$ cat src/rtl/sd_controller_pkg.sv
// Shared types and constants for the SD controller card-read path.
// Property flag positions are offsets counted down from the MSB of the property word.
package sd_controller_pkg;

  typedef enum logic [2:0] {
    ST_IDLE,
    ST_WAIT_BUF,
    ST_FILL,
    ST_DRAIN,
    ST_COMMIT,
    ST_DONE
  } rx_seq_state_t;

  localparam int PROP_CRC_ERR_BIT = 0;
  localparam int PROP_LEN_ERR_BIT = 1;
  localparam int PROP_LAST_BIT    = 2;

  localparam int SD_BLOCK_WORDS = 128;

endpackage

$ cat src/rtl/sd_controller_rx_block_sequencer.sv
// Places received blocks into the free half of the ping-pong buffer and commits each
// block with a property word; stalls the receiver while no buffer half is free.
module sd_controller_rx_block_sequencer
  import sd_controller_pkg::*;
#(
  parameter int ADDR_WIDTH = $clog2(SD_BLOCK_WORDS),
  parameter int DATA_WIDTH = 32,
  parameter int PROP_WIDTH = 32,
  parameter int CNT_WIDTH  = 16
) (
  input  logic                  aclk,
  input  logic                  areset,
  input  logic                  start,
  input  logic [CNT_WIDTH-1:0]  block_count,
  input  logic                  abort,
  input  logic [DATA_WIDTH-1:0] s_data,
  input  logic                  s_valid,
  input  logic                  s_last,
  input  logic                  s_crc_err,
  output logic                  s_ready,
  output logic [ADDR_WIDTH-1:0] buf_waddr,
  output logic [DATA_WIDTH-1:0] buf_wdata,
  output logic                  buf_we,
  output logic [PROP_WIDTH-1:0] buf_wprop,
  output logic                  buf_wupdate,
  input  logic                  buf_wvalid,
  output logic                  busy,
  output logic                  done,
  output logic                  crc_err_seen
);

  rx_seq_state_t         state_reg, state_next;
  logic [ADDR_WIDTH-1:0] addr_reg, addr_next;
  logic [CNT_WIDTH-1:0]  blk_idx_reg, blk_idx_next;
  logic [CNT_WIDTH-1:0]  count_reg, count_next;
  logic                  crc_reg, crc_next;
  logic                  len_err_reg, len_err_next;
  logic                  overflow_reg, overflow_next;
  logic                  crc_err_seen_reg, crc_err_seen_next;
  logic                  beat, at_last_addr, last_block;

  // Ready is a function of state and buffer availability only, never of s_valid.
  assign s_ready      = (state_reg == ST_FILL) ? buf_wvalid : (state_reg == ST_DRAIN);
  assign beat         = s_valid & s_ready;
  assign at_last_addr = (addr_reg == '1);
  assign last_block   = (blk_idx_reg == count_reg - CNT_WIDTH'(1));

  assign buf_waddr    = addr_reg;
  assign buf_wdata    = s_data;
  assign busy         = (state_reg != ST_IDLE);
  assign crc_err_seen = crc_err_seen_reg;

  always_ff @(posedge aclk) begin
    if (areset) begin
      state_reg        <= ST_IDLE;
      addr_reg         <= '0;
      blk_idx_reg      <= '0;
      count_reg        <= '0;
      crc_reg          <= 1'b0;
      len_err_reg      <= 1'b0;
      overflow_reg     <= 1'b0;
      crc_err_seen_reg <= 1'b0;
    end else begin
      state_reg        <= state_next;
      addr_reg         <= addr_next;
      blk_idx_reg      <= blk_idx_next;
      count_reg        <= count_next;
      crc_reg          <= crc_next;
      len_err_reg      <= len_err_next;
      overflow_reg     <= overflow_next;
      crc_err_seen_reg <= crc_err_seen_next;
    end
  end

  always_comb begin
    state_next        = state_reg;
    addr_next         = addr_reg;
    blk_idx_next      = blk_idx_reg;
    count_next        = count_reg;
    crc_next          = crc_reg;
    len_err_next      = len_err_reg;
    overflow_next     = overflow_reg;
    crc_err_seen_next = crc_err_seen_reg;
    buf_we            = 1'b0;
    buf_wupdate       = 1'b0;
    buf_wprop         = '0;
    done              = 1'b0;

    case (state_reg)
      ST_IDLE: begin
        if (start) begin
          count_next        = block_count;
          crc_err_seen_next = 1'b0;
          blk_idx_next      = '0;
          addr_next         = '0;
          crc_next          = 1'b0;
          len_err_next      = 1'b0;
          overflow_next     = 1'b0;
          state_next        = (block_count != '0) ? ST_WAIT_BUF : ST_DONE;
        end
      end
      ST_WAIT_BUF: begin
        if (abort)           state_next = ST_IDLE;
        else if (buf_wvalid) state_next = ST_FILL;
      end
      ST_FILL: begin
        if (beat) begin
          buf_we    = 1'b1;
          addr_next = addr_reg + ADDR_WIDTH'(1);
          if (s_last) begin
            crc_next     = s_crc_err;
            len_err_next = !at_last_addr;
            state_next   = ST_COMMIT;
          end else if (at_last_addr) begin
            overflow_next = 1'b1;
            state_next    = ST_DRAIN;
          end
        end
        if (abort) state_next = ST_IDLE;
      end
      ST_DRAIN: begin
        // Excess words past the block end are swallowed until s_last.
        if (beat && s_last) begin
          crc_next     = s_crc_err;
          len_err_next = 1'b1;
          state_next   = ST_COMMIT;
        end
        if (abort) state_next = ST_IDLE;
      end
      ST_COMMIT: begin
        buf_wupdate                                  = 1'b1;
        buf_wprop[CNT_WIDTH-1:0]                     = blk_idx_reg;
        buf_wprop[PROP_WIDTH-1-PROP_CRC_ERR_BIT]     = crc_reg;
        buf_wprop[PROP_WIDTH-1-PROP_LEN_ERR_BIT]     = len_err_reg;
        buf_wprop[PROP_WIDTH-1-PROP_LAST_BIT]        = last_block;
        crc_err_seen_next = crc_err_seen_reg | crc_reg;
        blk_idx_next      = blk_idx_reg + CNT_WIDTH'(1);
        addr_next         = '0;
        crc_next          = 1'b0;
        len_err_next      = 1'b0;
        overflow_next     = 1'b0;
        // buf_wvalid is registered in the buffer, so always go back and re-check it.
        if (abort)           state_next = ST_IDLE;
        else if (last_block) state_next = ST_DONE;
        else                 state_next = ST_WAIT_BUF;
      end
      ST_DONE: begin
        done       = 1'b1;
        state_next = ST_IDLE;
      end
      default: state_next = ST_IDLE;
    endcase
  end

endmodule

$ cat config.mk
export PLATFORM = sky130hd
export DESIGN_NAME = sd_controller_rx_block_sequencer
export DESIGN_NICKNAME = d
export VERILOG_FILES = /design/src/rtl/sd_controller_pkg.sv /design/src/rtl/sd_controller_rx_block_sequencer.sv
export SDC_FILE = /design/constraint.sdc
export NUM_CORES = 1
export LEC_CHECK = 0
export CAP_MARGIN = 20
export CELL_PAD_IN_SITES_DETAIL_PLACEMENT = 1
export CELL_PAD_IN_SITES_GLOBAL_PLACEMENT = 2
export CORE_MARGIN = 3
export CORE_UTILIZATION = 23
export CTS_BUF_LIST = sky130_fd_sc_hd__clkbuf_4 sky130_fd_sc_hd__clkbuf_8 sky130_fd_sc_hd__clkbuf_16
export CTS_CLUSTER_SIZE = 14
export DETAILED_ROUTE_END_ITERATION = 8
export GPL_ROUTABILITY_DRIVEN = 0
export PLACE_DENSITY_LB_ADDON = 0.2
export SLEW_MARGIN = 20
export SYNTH_ARGS = -nofsm -noshare
export SYNTH_HDL_FRONTEND = slang
export SYNTH_SLANG_ARGS = --single-unit
export TNS_END_PERCENT = 1
$ cat constraint.sdc
create_clock -name aclk -period 3.4 [get_ports aclk]
set_input_delay 0.68 -clock aclk [delete_from_list [all_inputs] [get_ports aclk]]
set_output_delay 0.68 -clock aclk [all_outputs]
set_load 0.1 [all_outputs]
==> results by group, run 1 <==
Logic synthesis
  – Synth unique cells: 54
  – Mean Syn Cell Area: 7.489 um2
  – Flops & latches, synth: 45
  – Sequential share of the synthesized area: 0.2906
  – Synth area leaders: dfxtp_1 29%, buf_4 11%, nand2_1 6.4%
  – Area of the mapped netlist: 3100 um2
  – Cell taking the most area after synthesis: dfxtp_1
  – Synth top area share: 0.2906
  – Gate count of the mapped netlist: 414
  – Async set or reset register ratio after synthesis: 0
  – Yosys Warn Count: 0
  – Ys flop type: dfxtp_1
  – Post-synth EDFFs: 0

Critical path
  – CP max FO: 7
  – Critical Path Source: count_reg[7]
  – Critical path's largest stage delay: 0.54 ns
  – Worst r2r src: count_reg[0]
  – Critical path capture point type: output port
  – WS Path Type: reg -> out
  – Worst Path Required: 2.72 ns
  – Crit path launch type: register
  – CP cell instances: or4_4 > or3_4 > a2111oi_4 > nor2_1 > nor3b_2 > nor4bb_4 > buf_12
  – Slowest stage cell, crit path: or4_4
  – WP data arrival: 2.83 ns

Status
  – Violated checks: setup timing
  – Status: complete, but fails checks

Cells and area
  – Layout cells sized above 1: 0.1928
  – Layout Nets: 504
  – Antenna diodes: 0
  – Final non-filler cell total: 618
  – Final Instance Area: 4068 um2
  – Layout area overhead: 31.19%

Place
  – Post-placement setup slack: 0.08178 ns
  – Dpl cell area: 3837 um2
  – Port Buffers: 55
  – Cell count after placement: 607
  – Post-DP HPWL: 7579 um

STA
  – Final setup viols: 1
  – Maximum achievable frequency: 0.2847 GHz
  – Max-slew violation count: 0
  – Unrepaired setup endpoints after global routing: true
  – Max_slew headroom: 0.6413
  – Tcrit/Tclk final: 1.033
  – Worst Max-Slew Pin Slew: 0.5364 ns
  – Final hold vios: 0
  – Min cycle time layout: 3.513 ns
  – Clock Skew: 0.004343 ns
  – Worst setup margin: -0.1126 ns

Power
  – Power Total: 0.001653 W
  – VDD IR max: 184.1 uV
  – P_leak: 1.547 nW
  – Pwr per Cell Area: 406.4 nW/um2

Detailed routing
  – Total wire length: 9759 um
  – DR WL/cell: 15.79 um
  – Initial DRC count: 104
  – Via Count: 2,943
  – Drt drc: 0
  – Router iterations before antenna repair: 4
  – Routed Antenna Nets: 0
  – Via/cell ratio: 4.762

Clocking
  – Clock Pin Slew Worst Setup and Hold Paths: 0.07 ns
  – Max Buffers Root-to-Sink: 2
  – CTS tree: yes
  – Worst-Skew Late Latency: 0.28 ns
  – TritonCTS Buffers: 5
  – CTS Hold Bufs: 0
  – H-Tree Depth: 2
  – Root buffer cell: clkbuf_16
  – CTS sink count: 45

Global routing
  – Met2 Usage GRT: 0.2258
  – GRT Util Overall: 0.1337
  – M1 GR Usage: 0.1712
  – Initial antenna violation count: 0
  – GR peak layer: met2
  – Vias in the first global route: 3,072
  – Largest net degree at the start of global routing: 40
  – Global route overflow: 0
  – Met3 Usage GRT: 0.03157
  – First-pass GRT wire length: 15,860 um

Die
  – Io pins: 133
  – Die Footprint: 14,910 um2
  – FP Rows: 41
  – Core area: 12,880 um2
  – Initial core utilization: 0.2408
  – Chip width: 122.1 um
  – Height of the die: 122.1 um

Min path
  – Worst hold path class: reg -> reg
  – Hold path startpoint: len_err_reg

Flow run
  – Total of max-cap violations: 0
[critical path: cells and delay by family (launching register included)]
kind,cells,cell delay [ns]
simple gates,5,1.61
buf+inv,1,0.22
compound gates,1,0.34
flops,1,0.38
[cell type report]
| class | instances | area (um2) |
|---|---|---|
| Timing Repair Buffer | 76 | 853.3 |
| Fill cell | 1521 | 8808 |
| Clock buffer | 7 | 146.4 |
| Inverter | 6 | 22.52 |
| Tap cell | 172 | 215.2 |
| Sequential cell | 45 | 905.9 |
| Multi-Input combinational cell | 311 | 1894 |
| Clock inverter | 1 | 30.03 |
[where the power goes]
part / internal [W] / switching [W] / total (W)
logic: 0.000182 / 0.000310 / 0.000492
clock network: 0.000376 / 0.000209 / 0.000584
registers: 0.000548 / 0.0000283 / 0.000576
total: 0.00111 / 0.000547 / 0.00165
[routing by layer]
metal | up-vias | share of wire
met5 | - | 0
met4 | 0 | 0.014
met3 | 16 | 0.047
met2 | 61 | 0.47
met1 | 1420 | 0.47
li1 | 1446 | -
[stage by stage]
step                      utilization  hold slack (ns)  setup TNS [ns]
after floorplan                     -           0.4399          -1.113
after detailed placement       0.2980           0.4568               0
after CTS                      0.3131           0.4680         -0.1573
final                          0.3159           0.4632         -0.1126
after global placement         0.2980           0.4569               0
after global routing           0.3159           0.5025         -0.2004
[cells by family (layout without fill, tap and decap cells)]
kind of cell    Yosys count  in the layout  synth area share
mux                       3              3           0.01009
buf+inv                  70             90            0.1392
simple gates            193            193            0.3164
xor+xnor                 28             28           0.07909
flops                    45             45            0.2906
fa+ha+maj                 3              3           0.01211
compound gates           71             71            0.1513
other cells               1             13          0.001209
[final timing paths]
| check | endpoint | slack, ns | cells after the start |
|---|---|---|---|
| min | len_err_reg | 0.46 | 2 |
| max | buf_wprop[29] | -0.11 | 7 |
| max reg2reg | state_reg[2] | 0.84 | 8 |
| min reg2reg | len_err_reg | 0.46 | 2 |
[cells in the mapped netlist (all sizes together), types with 2 or more instances]
cell	instances
nand2	53
buf	45
dfxtp	45
nor2	40
a21oi	31
clkbuf	19
xnor2	18
and2	17
nand3	17
nor4	11
nor3	10
o21ai	10
xor2	10
or3	7
and3	6
inv	6
o211ai	5
or2	5
nand3b	4
nand4	4
a211oi	3
a41oi	3
ha	3
nand2b	3
nor2b	3
a2111oi	2
a22oi	2
a32oi	2
and4	2
mux2i	2
nor3b	2
o211a	2
o22a	2
o32ai	2
or3b	2
or4	2
or4b	2
[cells in the final DEF (no fill, tap or decap), types with 2 or more instances in the layout]
| master | n |
|---|---|
| a211oi_1 | 2 |
| a21oi_1 | 31 |
| a22oi_1 | 2 |
| a32oi_1 | 2 |
| a41oi_1 | 3 |
| and2_1 | 17 |
| and3_1 | 6 |
| and4_1 | 2 |
| buf_12 | 18 |
| buf_4 | 35 |
| clkbuf_16 | 5 |
| clkdlybuf4s50_1 | 23 |
| conb_1 | 13 |
| dfxtp_1 | 43 |
| ha_1 | 2 |
| inv_1 | 6 |
| mux2i_1 | 2 |
| nand2_1 | 52 |
| nand2b_1 | 3 |
| nand3_1 | 17 |
| nand3b_1 | 4 |
| nand4_1 | 4 |
| nor2_1 | 40 |
| nor2b_1 | 3 |
| nor3_1 | 9 |
| nor4_1 | 9 |
| nor4_2 | 2 |
| o211a_1 | 2 |
| o211ai_1 | 5 |
| o21ai_0 | 9 |
| o22a_1 | 2 |
| o32ai_1 | 2 |
| or2_2 | 5 |
| or3_1 | 6 |
| or4_4 | 2 |
| xnor2_1 | 18 |
| xor2_1 | 10 |
[repair_timing]
item                                    4_1_cts  5_1_grt
buffers inserted                              1        2
pin swaps                                     2        3
endpoints found under the setup margin        1        1
gates resized for setup                       3        5
(Power assumes the default switching activity.)
==> run 2, diff against run 1 <==
--- a/config.mk
+++ b/config.mk
@@ -15,5 +15,7 @@
 export DETAILED_ROUTE_END_ITERATION = 8
 export GPL_ROUTABILITY_DRIVEN = 0
+export MAX_ROUTING_LAYER = met4
 export PLACE_DENSITY_LB_ADDON = 0.2
+export RECOVER_POWER = 50
 export SLEW_MARGIN = 20
 export SYNTH_ARGS = -nofsm -noshare
==> constraint.sdc (replaced) <==
create_clock -name aclk -period 3.4 [get_ports aclk]
set_input_delay 0.68 -clock aclk [delete_from_list [all_inputs] [get_ports aclk]]
set_output_delay 0.68 -clock aclk [all_outputs]
set_load 0.005 [all_outputs]
==> results by group, run 2 (synthesis gave the netlist of run 1 again) <==
Detailed routing
  – Initial DRC count: 132 (+27%)
  – Drt drc: 0 (unchanged)
  – Router iterations before antenna repair: 4 (unchanged)
  – Total wire length: 10,080 um (+3.2%)
  – Routed Antenna Nets: 0 (unchanged)
  – DR WL/cell: 15.79 um (about the same)
  – Via/cell ratio: 4.687 (-1.6%)
  – Via Count: 2,990 (+1.6%)

Cells and area
  – Commonest non-fill, non-tap cells in the layout: 53 x nand2_1, 49 x clkdlybuf4s50_1, 44 x dfxtp_1
  – Layout area overhead: 30.51%
  – Layout cells sized above 1: 0.1545 (-0.03832)
  – Layout Nets: 524 (+4.0%)
  – Final Instance Area: 4046 um2 (-0.52%)
  – Antenna diodes: 0 (unchanged)
  – Commonest non-fill, non-tap cell in the layout: nand2_1
  – # fillers: 1,570 (+3.2%)

Power
  – Sw frac: 0.3009 (-0.03001)
  – VDD IR max: 156.8 uV (-15%)
  – P_sw: 0.0004621 W (-16%)
  – P_leak: 1.545 nW (-0.15%)
  – Internal cell power: 0.001074 W (-2.9%)
  – Clock network power share: 0.339 (-0.015)
  – Register share of total power: 0.369 (+0.020)
  – Pwr per Cell Area: 379.6 nW/um2 (-6.6%)
  – Power Total: 0.001536 W (-7.1%)
  – Comb pwr share: 0.291 (-0.007)

Global routing
  – First-pass GRT wire length: 16,520 um (+4.1%)
  – Initial antenna violation count: 0 (unchanged)
  – GRT Util Overall: 0.1439 (+0.01018)
  – M1 GR Usage: 0.1909 (+0.01966)
  – Global route overflow: 0 (unchanged)
  – Vias in the first global route: 3,100 (+0.91%)
  – Largest net degree at the start of global routing: 40 (unchanged)
  – GR peak layer: met2
  – Met3 Usage GRT: 0.02600 (-0.005571)
  – Met2 Usage GRT: 0.2307 (+0.004834)

Critical path
  – Critical path's largest stage delay: 0.53 ns (about the same)
  – Worst Path Required: 2.72 ns (about the same)
  – WS Path Type: reg -> out
  – CP max FO: 4 (-3)
  – Crit path launch type: register
  – WP data arrival: 2.70 ns (-0.13 ns)
  – Critical path capture point type: output port
  – Slowest stage cell, crit path: or4_4
  – CP cell instances: or4_4 > or3_4 > a211oi_4 > or3b_4 > nor4bb_4 > buf_2

Clocking
  – CTS tree: yes
  – Root buffer cell: clkbuf_16
  – Max Buffers Root-to-Sink: 2 (unchanged)
  – H-Tree Depth: 2 (unchanged)
  – CTS sink count: 45 (unchanged)
  – Clock Pin Slew Worst Setup and Hold Paths: 0.06 ns (about the same)
  – TritonCTS Buffers: 5 (unchanged)
  – CTS Hold Bufs: 0 (unchanged)
  – Worst-Skew Late Latency: 0.29 ns (about the same)

Die
  – Height of the die: 122.1 um (unchanged)
  – Die Footprint: 14,910 um2 (unchanged)
  – Io pins: 133 (unchanged)
  – Initial core utilization: 0.2408 (unchanged)
  – Chip width: 122.1 um (unchanged)
  – FP Rows: 41 (unchanged)
  – Core area: 12,880 um2 (unchanged)

STA
  – Hold WS: 0.4766 ns (+0.01345 ns)
  – Clock Skew: 0.003574 ns (-0.0007690 ns)
  – Max_slew headroom: -0.2862 (-0.9275)
  – Tcrit/Tclk final: 0.9929 (-0.04025)
  – Unrepaired setup endpoints after global routing: true
  – Min cycle time layout: 3.376 ns (-0.1368 ns)
  – Final hold vios: 0 (unchanged)
  – Maximum achievable frequency: 0.2962 GHz (+4.1%)
  – Worst setup margin: 0.02421 ns (+0.1368 ns)
  – Max-slew violation count: 40 (+40)
  – Final setup viols: 0 (-1)
  – Worst Max-Slew Pin Slew: 1.929 ns (+1.393 ns)

Place
  – Port Buffers: 55 (unchanged)
  – Post-placement setup slack: -0.1800 ns (-0.2618 ns)
  – Dpl cell area: 3810 um2 (-0.72%)
  – Post-DP HPWL: 7762 um (+2.4%)

Status
  – Status: complete, but fails checks
  – Violated checks: capacitance limit, slew limit

Min path
  – Worst hold path class: reg -> reg

Flow run
  – Total of max-cap violations: 1 (+1)
==> run 2: cell count changes in the layout (fill, tap and decap cells not counted), moves of 5 or more <==
| cell | change |
|---|---|
| clkdlybuf4s50_1 | +26 |
| buf_12 | -18 |
| buf_4 | +5 |
| dlygate4sd3_1 | +5 |
==> run 2: path summary, 6_finish.rpt <==
check	start	depth (start not counted)	slack (ns)	endpoint
setup / recovery	count_reg[0]	6	0.02	buf_wprop[29]
hold / removal	crc_reg	2	0.48	crc_reg
setup reg to reg	state_reg[1]	7	0.69	state_reg[2]
hold reg to reg	crc_reg	2	0.48	crc_reg
==> run 2: power groups by stage <==
stage | Combinational [W] | Sequential, W | Clock [W]
after floorplan | 0.000270 | 0.000577 | 0
after global placement | 0.000417 | 0.000578 | 0
after detailed placement | 0.000420 | 0.000579 | 0
after CTS | 0.000433 | 0.000567 | 0.000541
after global routing | 0.000500 | 0.000571 | 0.000559
final | 0.000447 | 0.000568 | 0.000521
==> run 2: per-stage QoR <==
step           utilization  cells  setup TNS [ns]
3_3_place_gp        0.2959    630         -0.1558
3_5_place_dp        0.2959    630         -0.1800
5_1_grt             0.3143    638        -0.05245
2_1_floorplan            -    426               0
4_1_cts             0.3102    638               0
6_report            0.3143    638               0
==> run 2: per-layer routing <==
layer | wire (um) | vias up
met4 | 95 | 0
li1 | - | 1485
met1 | 4889 | 1434
met5 | 0 | -
met3 | 376 | 10
met2 | 4713 | 61
==> run 2: layout make-up <==
type / count / area [um2] / share of cell area
clock buffers: 7 / 152.6 / 0.03772
clock inverters: 1 / 5.005 / 0.001237
inverters: 6 / 22.52 / 0.005566
multi-input cells: 311 / 1899 / 0.4694
flip-flops and latches: 45 / 902.1 / 0.2229
well taps: 172 / 215.2 / 0.05318
repair buffers: 96 / 849.6 / 0.2100
==> run 2: repair_timing <==
item | CTS | global route
pin swaps | 2 | 1
endpoints found under the setup margin | 1 | 1
gates resized for setup | 10 | 11
gates cloned | 0 | 0
buffers inserted | 0 | 0
==> run 2: critical path: cells and delay by family (launching register included) <==
kind,cells,cell delay [ns]
AO/OA/AOI/OAI,1,0.26
flip-flops,1,0.33
AND/OR/NAND/NOR,4,1.65
buffers and inverters,1,0.17
